===== config.mk =====
export PLATFORM = sky130hd
export DESIGN_NAME = password_programmer
export DESIGN_NICKNAME = d
export VERILOG_FILES = /design/src/rtl/password_pkg.sv /design/src/rtl/password_digit_file.sv /design/src/rtl/password_programmer.sv
export SDC_FILE = /design/constraint.sdc
export NUM_CORES = 1
export LEC_CHECK = 0
export ABC_CLOCK_PERIOD_IN_PS = 1700
export CAP_MARGIN = 20
export CORE_MARGIN = 2
export CORE_UTILIZATION = 48
export CTS_CLUSTER_SIZE = 14
export DETAILED_ROUTE_END_ITERATION = 12
export PLACE_DENSITY = 0.74
export SLEW_MARGIN = 30
export SYNTH_ARGS = -nofsm -noshare
export SYNTH_HDL_FRONTEND = slang
export SYNTH_SLANG_ARGS = --single-unit
export TNS_END_PERCENT = 5

===== constraint.sdc =====
create_clock -name CLK -period 1.7 [get_ports CLK]
set_input_delay 0.34 -clock CLK [delete_from_list [all_inputs] [get_ports CLK]]
set_output_delay 0.34 -clock CLK [all_outputs]
set_load 0.01 [all_outputs]

===== src/rtl/password_pkg.sv =====
// password_pkg
// Shared definitions for the password programmer and validator.
//   - prog_state_t : programmer FSM state encoding (also exported on dbgState)
//   - PASSWORD_LEN / DIGIT_W : password geometry
//   - digit_vec_t  : packed password, digit i in bits [4i+3:4i]
//   - put_digit()  : digit-packing helper, returns a word with one slot replaced
// Optional feature macro: PASSWORD_CONFIRM_EN (adds the confirm-pass states).
package password_pkg;

    localparam int PASSWORD_LEN = 4;
    localparam int DIGIT_W      = 4;

    typedef logic [DIGIT_W-1:0]                    digit_t;
    typedef logic [PASSWORD_LEN-1:0][DIGIT_W-1:0]  digit_vec_t;

    typedef enum logic [3:0] {
        S_IDLE      = 4'd0,
        S_ENTRY_0   = 4'd1,
        S_ENTRY_1   = 4'd2,
        S_ENTRY_2   = 4'd3,
        S_ENTRY_3   = 4'd4,
`ifdef PASSWORD_CONFIRM_EN
        S_CONFIRM_0 = 4'd5,
        S_CONFIRM_1 = 4'd6,
        S_CONFIRM_2 = 4'd7,
        S_CONFIRM_3 = 4'd8,
`endif
        S_COMMIT    = 4'd9
    } prog_state_t;

    function automatic digit_vec_t put_digit(digit_vec_t word, logic [1:0] slot, digit_t value);
        digit_vec_t result;
        result       = word;
        result[slot] = value;
        return result;
    endfunction

endpackage


===== src/rtl/password_digit_file.sv =====
// password_digit_file
// 4 x 4-bit register file holding the committed password.
//   CLK, RST    : clock, synchronous active-high reset (reloads INIT_PASSWORD)
//   load        : parallel load of all four digits from load_data
//   load_data   : packed new password
//   address     : read address
//   data        : asynchronous read of the digit at address
module password_digit_file
    import password_pkg::*;
#(
    parameter logic [15:0] INIT_PASSWORD = 16'h0000
) (
    input  logic        CLK,
    input  logic        RST,
    input  logic        load,
    input  digit_vec_t  load_data,
    input  logic [1:0]  address,
    output digit_t      data
);

    digit_vec_t mem;

    // Reset has priority over a load on the same edge.
    always_ff @(posedge CLK) begin
        if (RST) begin
            mem <= INIT_PASSWORD;
        end else if (load) begin
            mem <= load_data;
        end
    end

    assign data = mem[address];

endmodule


===== src/rtl/password_programmer.sv =====
// password_programmer
// Writer side of the serial password lock. Collects four digits into a staging
// file, optionally re-checks them in a confirm pass, then commits all four into
// the committed file in a single edge so the validator never sees a partial value.
//   CLK, RST     : clock, synchronous active-high reset
//   startSet     : begin (or restart) programming
//   cancel       : abort programming, committed password unchanged
//   enable/digit : digit strobe and value
//   address/data : validator read port into the committed file (combinational)
//   programming  : high in entry/confirm states
//   setDone      : one-cycle pulse after a successful commit
//   setError     : last attempt failed; held until next startSet or RST
//   dbgState     : current FSM state
// Optional feature macro: PASSWORD_CONFIRM_EN (confirm pass present when defined).
//
// state        | meaning
// S_IDLE       | waiting for startSet, staging held clear
// S_ENTRY_k    | waiting for digit k of the new password
// S_CONFIRM_k  | waiting for digit k of the repeat entry
// S_COMMIT     | new password is committed, setDone pulses, inputs ignored
module password_programmer
    import password_pkg::*;
#(
    parameter logic [15:0] INIT_PASSWORD = 16'h0000,
    parameter int          MAX_DIGIT     = 9
) (
    input  logic        CLK,
    input  logic        RST,
    input  logic        startSet,
    input  logic        cancel,
    input  logic        enable,
    input  logic [3:0]  digit,
    input  logic [1:0]  address,
    output logic [3:0]  data,
    output logic        programming,
    output logic        setDone,
    output logic        setError,
    output logic [3:0]  dbgState
);

    localparam digit_t MAX_D = digit_t'(MAX_DIGIT);

    prog_state_t state, state_next;
    digit_vec_t  staging;
    logic        in_entry, in_confirm;
    logic [1:0]  slot;
    logic        stage_wr, stage_clr, err_set, err_clr, commit_load;

    assign in_entry = (state >= S_ENTRY_0) && (state <= S_ENTRY_3);
`ifdef PASSWORD_CONFIRM_EN
    assign in_confirm = (state >= S_CONFIRM_0) && (state <= S_CONFIRM_3);
`else
    assign in_confirm = 1'b0;
`endif

    // Entry states are 1..4 and confirm states 5..8, so in both ranges the
    // digit slot is the low two state bits minus one (mod 4).
    assign slot = state[1:0] - 2'd1;

    always_ff @(posedge CLK) begin
        if (RST) begin
            state <= S_IDLE;
        end else begin
            state <= state_next;
        end
    end

    always_comb begin
        state_next  = state;
        stage_wr    = 1'b0;
        stage_clr   = 1'b0;
        err_set     = 1'b0;
        err_clr     = 1'b0;
        commit_load = 1'b0;
        case (state)
            S_IDLE: begin
                stage_clr = 1'b1;
                if (startSet) begin
                    state_next = S_ENTRY_0;
                    err_clr    = 1'b1;
                end
            end
            S_ENTRY_0, S_ENTRY_1, S_ENTRY_2, S_ENTRY_3: begin
                if (cancel) begin
                    state_next = S_IDLE;
                    stage_clr  = 1'b1;
                end else if (startSet) begin
                    state_next = S_ENTRY_0;
                    stage_clr  = 1'b1;
                    err_clr    = 1'b1;
                end else if (enable) begin
                    if (digit > MAX_D) begin
                        state_next = S_IDLE;
                        err_set    = 1'b1;
                    end else begin
                        stage_wr = 1'b1;
                        if (state == S_ENTRY_3) begin
`ifdef PASSWORD_CONFIRM_EN
                            state_next = S_CONFIRM_0;
`else
                            state_next  = S_COMMIT;
                            commit_load = 1'b1;
`endif
                        end else begin
                            state_next = prog_state_t'(state + 4'd1);
                        end
                    end
                end
            end
`ifdef PASSWORD_CONFIRM_EN
            S_CONFIRM_0, S_CONFIRM_1, S_CONFIRM_2, S_CONFIRM_3: begin
                if (cancel) begin
                    state_next = S_IDLE;
                    stage_clr  = 1'b1;
                end else if (startSet) begin
                    state_next = S_ENTRY_0;
                    stage_clr  = 1'b1;
                    err_clr    = 1'b1;
                end else if (enable) begin
                    if (digit == staging[slot]) begin
                        if (state == S_CONFIRM_3) begin
                            state_next  = S_COMMIT;
                            commit_load = 1'b1;
                        end else begin
                            state_next = prog_state_t'(state + 4'd1);
                        end
                    end else begin
                        state_next = S_IDLE;
                        err_set    = 1'b1;
                    end
                end
            end
`endif
            S_COMMIT: begin
                state_next = S_IDLE;
            end
            default: begin
                state_next = S_IDLE;
            end
        endcase
    end

    always_comb begin
        programming = in_entry || in_confirm;
        setDone     = (state == S_COMMIT);
        dbgState    = state;
    end

    always_ff @(posedge CLK) begin
        if (RST) begin
            staging  <= '0;
            setError <= 1'b0;
        end else begin
            if (stage_clr) begin
                staging <= '0;
            end else if (stage_wr) begin
                staging <= put_digit(staging, slot, digit);
            end
            if (err_clr) begin
                setError <= 1'b0;
            end else if (err_set) begin
                setError <= 1'b1;
            end
        end
    end

    // The load happens on the edge that enters S_COMMIT so the new password is
    // already readable in the setDone cycle. Without the confirm pass the last
    // digit is still on the input, so it is merged into slot 3 here; with the
    // confirm pass it equals staging[3] anyway.
    password_digit_file #(
        .INIT_PASSWORD (INIT_PASSWORD)
    ) u_committed (
        .CLK       (CLK),
        .RST       (RST),
        .load      (commit_load),
        .load_data (put_digit(staging, 2'd3, digit)),
        .address   (address),
        .data      (data)
    );

endmodule


==> flow_summary.html <==
<table>
<tr><th>Metric</th><th>Value</th></tr>
<tr><th colspan="2">Floorplanning</th></tr>
<tr><td>Die Height</td><td>62.5 um</td></tr>
<tr><td>Total die area</td><td>3910 um2</td></tr>
<tr><td>Die width</td><td>62.5 um</td></tr>
<tr><td>Initial Utilization</td><td>49.7%</td></tr>
<tr><td>Number of top-level design ports</td><td>22</td></tr>
<tr><td>Number of placement rows</td><td>21</td></tr>
<tr><td>Area of the placeable core</td><td>3310 um2</td></tr>
<tr><th colspan="2">Timing</th></tr>
<tr><td>Highest attainable clock frequency</td><td>0.530 GHz</td></tr>
<tr><td>Worst path setup slack after routing</td><td>-0.187 ns</td></tr>
<tr><td>Endpoints failing setup</td><td>15</td></tr>
<tr><td>Worst slew pin tran</td><td>0.392 ns</td></tr>
<tr><td>Number of pins exceeding their max-slew limit in the final report</td><td>0</td></tr>
<tr><td>Setup repair after global routing missed its margin</td><td>yes</td></tr>
<tr><td>Crit path time final</td><td>1.89 ns</td></tr>
<tr><td>Clk_skew</td><td>0.0107 ns</td></tr>
<tr><td>Hold violation count in the final report</td><td>0</td></tr>
<tr><td>Sum of negative setup slack</td><td>-2.08 ns</td></tr>
<tr><td>Final critical-path share of the clock period</td><td>111%</td></tr>
<tr><td>Worst slew margin relative to its limit</td><td>73.7%</td></tr>
<tr><th colspan="2">Drt</th></tr>
<tr><td>Detailed Routing Iterations Pass 1</td><td>4</td></tr>
<tr><td>Count of vias placed by the detailed router</td><td>1521</td></tr>
<tr><td>Number of vias per cell</td><td>5.81</td></tr>
<tr><td>Number of DRC markers in iteration 0</td><td>87</td></tr>
<tr><td>Total wirelength of the detailed-routed design</td><td>4290 um</td></tr>
<tr><td>DRC viols</td><td>0</td></tr>
<tr><td>Final routed wire length divided by cell count</td><td>16.4 um</td></tr>
<tr><td>Number of routed nets with antenna violations</td><td>0</td></tr>
<tr><th colspan="2">Worst setup path</th></tr>
<tr><td>Critical path startpoint</td><td>dbgState[1]</td></tr>
<tr><td>Arrival time at the worst endpoint</td><td>2.13 ns</td></tr>
<tr><td>CP max stage cell</td><td>sky130_fd_sc_hd__or3b_4</td></tr>
<tr><td>Critical-path cell list</td><td>inv_6, ha_4, or4_4, or3b_4, or3_2, a31oi_1</td></tr>
<tr><td>Type of the setup path with the least slack</td><td>reg2reg</td></tr>
<tr><td>Origin of the critical flop-to-flop path</td><td>dbgState[1]</td></tr>
<tr><td>Required time of the critical path</td><td>1.94 ns</td></tr>
<tr><td>Top fanout value on the critical path</td><td>6</td></tr>
<tr><td>Capturing element type of the critical path</td><td>register</td></tr>
<tr><td>Delay of the slowest critical-path stage</td><td>0.46 ns</td></tr>
<tr><td>Critical path startpoint category</td><td>register</td></tr>
<tr><th colspan="2">CTS</th></tr>
<tr><td>Number of buffers between clock root and the deepest sink</td><td>2</td></tr>
<tr><td>Number of buffers created by CTS</td><td>5</td></tr>
<tr><td>Clock slew at reported path FFs</td><td>0.10 ns</td></tr>
<tr><td>Skew-Pair Late Insertion Delay</td><td>0.33 ns</td></tr>
<tr><td>Quantity of hold-fixing buffers added after cts</td><td>0</td></tr>
<tr><td>Htree depth</td><td>2</td></tr>
<tr><td>Clock Root Buffer</td><td>sky130_fd_sc_hd__clkbuf_4</td></tr>
<tr><td>Total number of clock tree sinks</td><td>33</td></tr>
<tr><td>TritonCTS clock tree</td><td>done</td></tr>
<tr><th colspan="2">Global route</th></tr>
<tr><td>Total global routing overflow</td><td>0</td></tr>
<tr><td>First-pass GRT wire length</td><td>7190 um</td></tr>
<tr><td>Via count of the first global-routing pass</td><td>1537</td></tr>
<tr><td>Pin count of the biggest net entering global routing</td><td>17</td></tr>
<tr><td>Global-route total usage across every layer</td><td>23.0%</td></tr>
<tr><td>Number of antenna violations at the first check in global routing</td><td>0</td></tr>
<tr><th colspan="2">Synthesis</th></tr>
<tr><td>Number of warnings reported in the yosys synthesis log</td><td>0</td></tr>
<tr><td>Per-instance average area after synthesis</td><td>9.91 um2</td></tr>
<tr><td>Post-synth net total</td><td>184</td></tr>
<tr><td>Fraction of the yosys area taken by sequential cells</td><td>40.2%</td></tr>
<tr><td>Register bit total from synthesis</td><td>33</td></tr>
<tr><td>Synth Cell Area</td><td>1650 um2</td></tr>
<tr><td>Library cell with the largest summed area after synthesis</td><td>sky130_fd_sc_hd__dfxtp_1</td></tr>
<tr><td>Most frequent cell after synthesis</td><td>sky130_fd_sc_hd__dfxtp_1</td></tr>
<tr><td>Most used DFF post-synth</td><td>sky130_fd_sc_hd__dfxtp_1</td></tr>
<tr><td>Biggest area contributors in the synthesized netlist</td><td>sky130_fd_sc_hd__dfxtp_1 40%, sky130_fd_sc_hd__mux2i_1 9.7%, sky130_fd_sc_hd__mux4_2 5.5%</td></tr>
<tr><td>Yosys top cell area share</td><td>40.2%</td></tr>
<tr><td>Asr flop ratio synth</td><td>0%</td></tr>
<tr><td>Synth Instances</td><td>166</td></tr>
<tr><td>Most numerous cell types in the synthesized netlist</td><td>33 x sky130_fd_sc_hd__dfxtp_1, 19 x sky130_fd_sc_hd__nor2_1, 16 x sky130_fd_sc_hd__mux2i_1</td></tr>
<tr><td>Number of flops mapped to enable cells by yosys</td><td>0</td></tr>
<tr><td>Cell variety after synth</td><td>37</td></tr>
<tr><th colspan="2">Power</th></tr>
<tr><td>Maximum VDD drop</td><td>0.381 mV</td></tr>
<tr><td>Combinational cell fraction of total power</td><td>18.7%</td></tr>
<tr><td>Switching share of power</td><td>27.2%</td></tr>
<tr><td>Reg power frac</td><td>53.1%</td></tr>
<tr><td>Static leakage</td><td>0.802 nW</td></tr>
<tr><td>Cell internal pwr</td><td>0.00107 W</td></tr>
<tr><td>Clock network fraction of total power</td><td>28.1%</td></tr>
<tr><td>Pwr Density</td><td>657 nW/um2</td></tr>
<tr><td>Net switching power</td><td>0.000400 W</td></tr>
<tr><th colspan="2">Finish</th></tr>
<tr><td>Final standard cell count with taps included and fillers excluded</td><td>262</td></tr>
<tr><td>Synth-to-Final Area Change</td><td>36.0%</td></tr>
<tr><td>Net total in the final layout</td><td>233</td></tr>
<tr><td>FILL cells</td><td>275</td></tr>
<tr><td>Antenna Cells</td><td>0</td></tr>
<tr><td>Share of cells above drive strength 1</td><td>33.3%</td></tr>
<tr><th colspan="2">Placed design</th></tr>
<tr><td># port buffers</td><td>21</td></tr>
<tr><td>Placed cell count</td><td>251</td></tr>
<tr><td>Dpl hpwl</td><td>3070 um</td></tr>
<tr><td>RD Place Congestion</td><td>0.853</td></tr>
<tr><th colspan="2">Run status</th></tr>
<tr><td>Outcome</td><td>finished with violations</td></tr>
<tr><td>Violated checks</td><td>negative setup slack</td></tr>
<tr><th colspan="2">Hold path</th></tr>
<tr><td>Hold Crit Class</td><td>reg2reg</td></tr>
<tr><td>Min-Delay Startpoint</td><td>staging[9]</td></tr>
<tr><th colspan="2">Run</th></tr>
<tr><td>Total of max-cap violations</td><td>0</td></tr>
</table>
repair_timing:
item / in CTS / in global routing
cloned: 1 / 0
pin swaps: 15 / 5
resized for setup: 41 / 7
setup buffers: 2 / 0
endpoints found under the setup margin: 26 / 29
stage by stage:
stage               cell area, um2  util [%]  worst slack (ns)  hold slack, ns  power [W]
floorplan                     1690         -            -0.102           0.407   0.000916
global placement              2100      63.5            -0.597           0.458    0.00102
detailed placement            2100      63.5            -0.622           0.469    0.00103
CTS                           2240      67.6            -0.174           0.480    0.00147
global route                  2240      67.6            -0.230           0.491    0.00154
finish                        2240      67.6            -0.187           0.484    0.00147
cells by family after synthesis:
kind of cell / after synthesis / synth area share, %
and+or+nand+nor: 54 / 19.7
AOI/OAI and AO/OA: 36 / 13.9
buffers and inverters: 16 / 5.70
DFF: 33 / 40.2
muxes: 20 / 15.2
adders and majority gates: 7 / 5.32
path summary, 6_finish.rpt:
path                              endpoint  slack, ns  cells after the start
worst min-delay path            staging[9]       0.48                      2
worst max register to register    setError      -0.19                      6
worst min register to register  staging[9]       0.48                      2
worst max-delay path              setError      -0.19                      6
power by group through the flow:
stage	registers, W	logic, W	clock network, W
floorplan	0.000802	0.000114	0
global placement	0.000799	0.000220	0
detailed placement	0.000800	0.000229	0
CTS	0.000781	0.000269	0.000424
global route	0.000782	0.000292	0.000465
finish	0.000781	0.000275	0.000414
sequential cells by signal, indices dropped and copies added (netlist names):
register and cells:
setError 1, u_committed.mem 16, staging 12, dbgState 4
routing by layer:
layer | GRT usage, % | share of wire, % | up-vias
met1 | 26.3 | 40 | 729
met4 | 10.0 | 1.6 | 0
li1 | - | - | 718
met2 | 41.4 | 52 | 64
met3 | 4.68 | 5.8 | 10
met5 | 0 | 0 | -
worst max-delay path: cells and delay by family (launching register included):
kind,cells,cell delay (ns)
AO/OA/AOI/OAI,1,0.19
AND/OR/NAND/NOR,3,1.02
flip-flops,1,0.39
adder cells (fa/ha/maj),1,0.14
buffers and inverters,1,0.08
layout make-up:
cell class / instances / area, um2 / share of cell area (%)
timing repair buffer: 52 / 464 / 20.7
sequential: 33 / 672 / 30.0
clock buffer: 6 / 41.3 / 1.84
inverter: 6 / 30.0 / 1.34
clock inverter: 2 / 10.0 / 0.447
tap: 46 / 57.6 / 2.57
multi-input combinational: 117 / 963 / 43.0
cell usage in the layout, fill, tap and decap left out, drive strengths merged:
cell type       n
clkdlybuf4s50  10
mux2i          16
buf            34
dlygate4sd2     3
nor4b           1
clkinv          2
inv             6
a211oi          2
o31ai          12
nand2           1
ha              7
a31oi           3
nor2b           2
nor2           19
or3b            2
clkdlybuf4s15   3
nand4          14
nand2b          1
mux4            4
o211ai          1
nand3           2
clkbuf          8
or2             1
nand4b          2
nor3            2
or2b            1
dfxtp          33
or4             1
or3             2
nor3b           1
o21a            1
nand3b          1
a21oi          14
o21ai           3
and3b           1
Power figures use the tool's default switching activity.
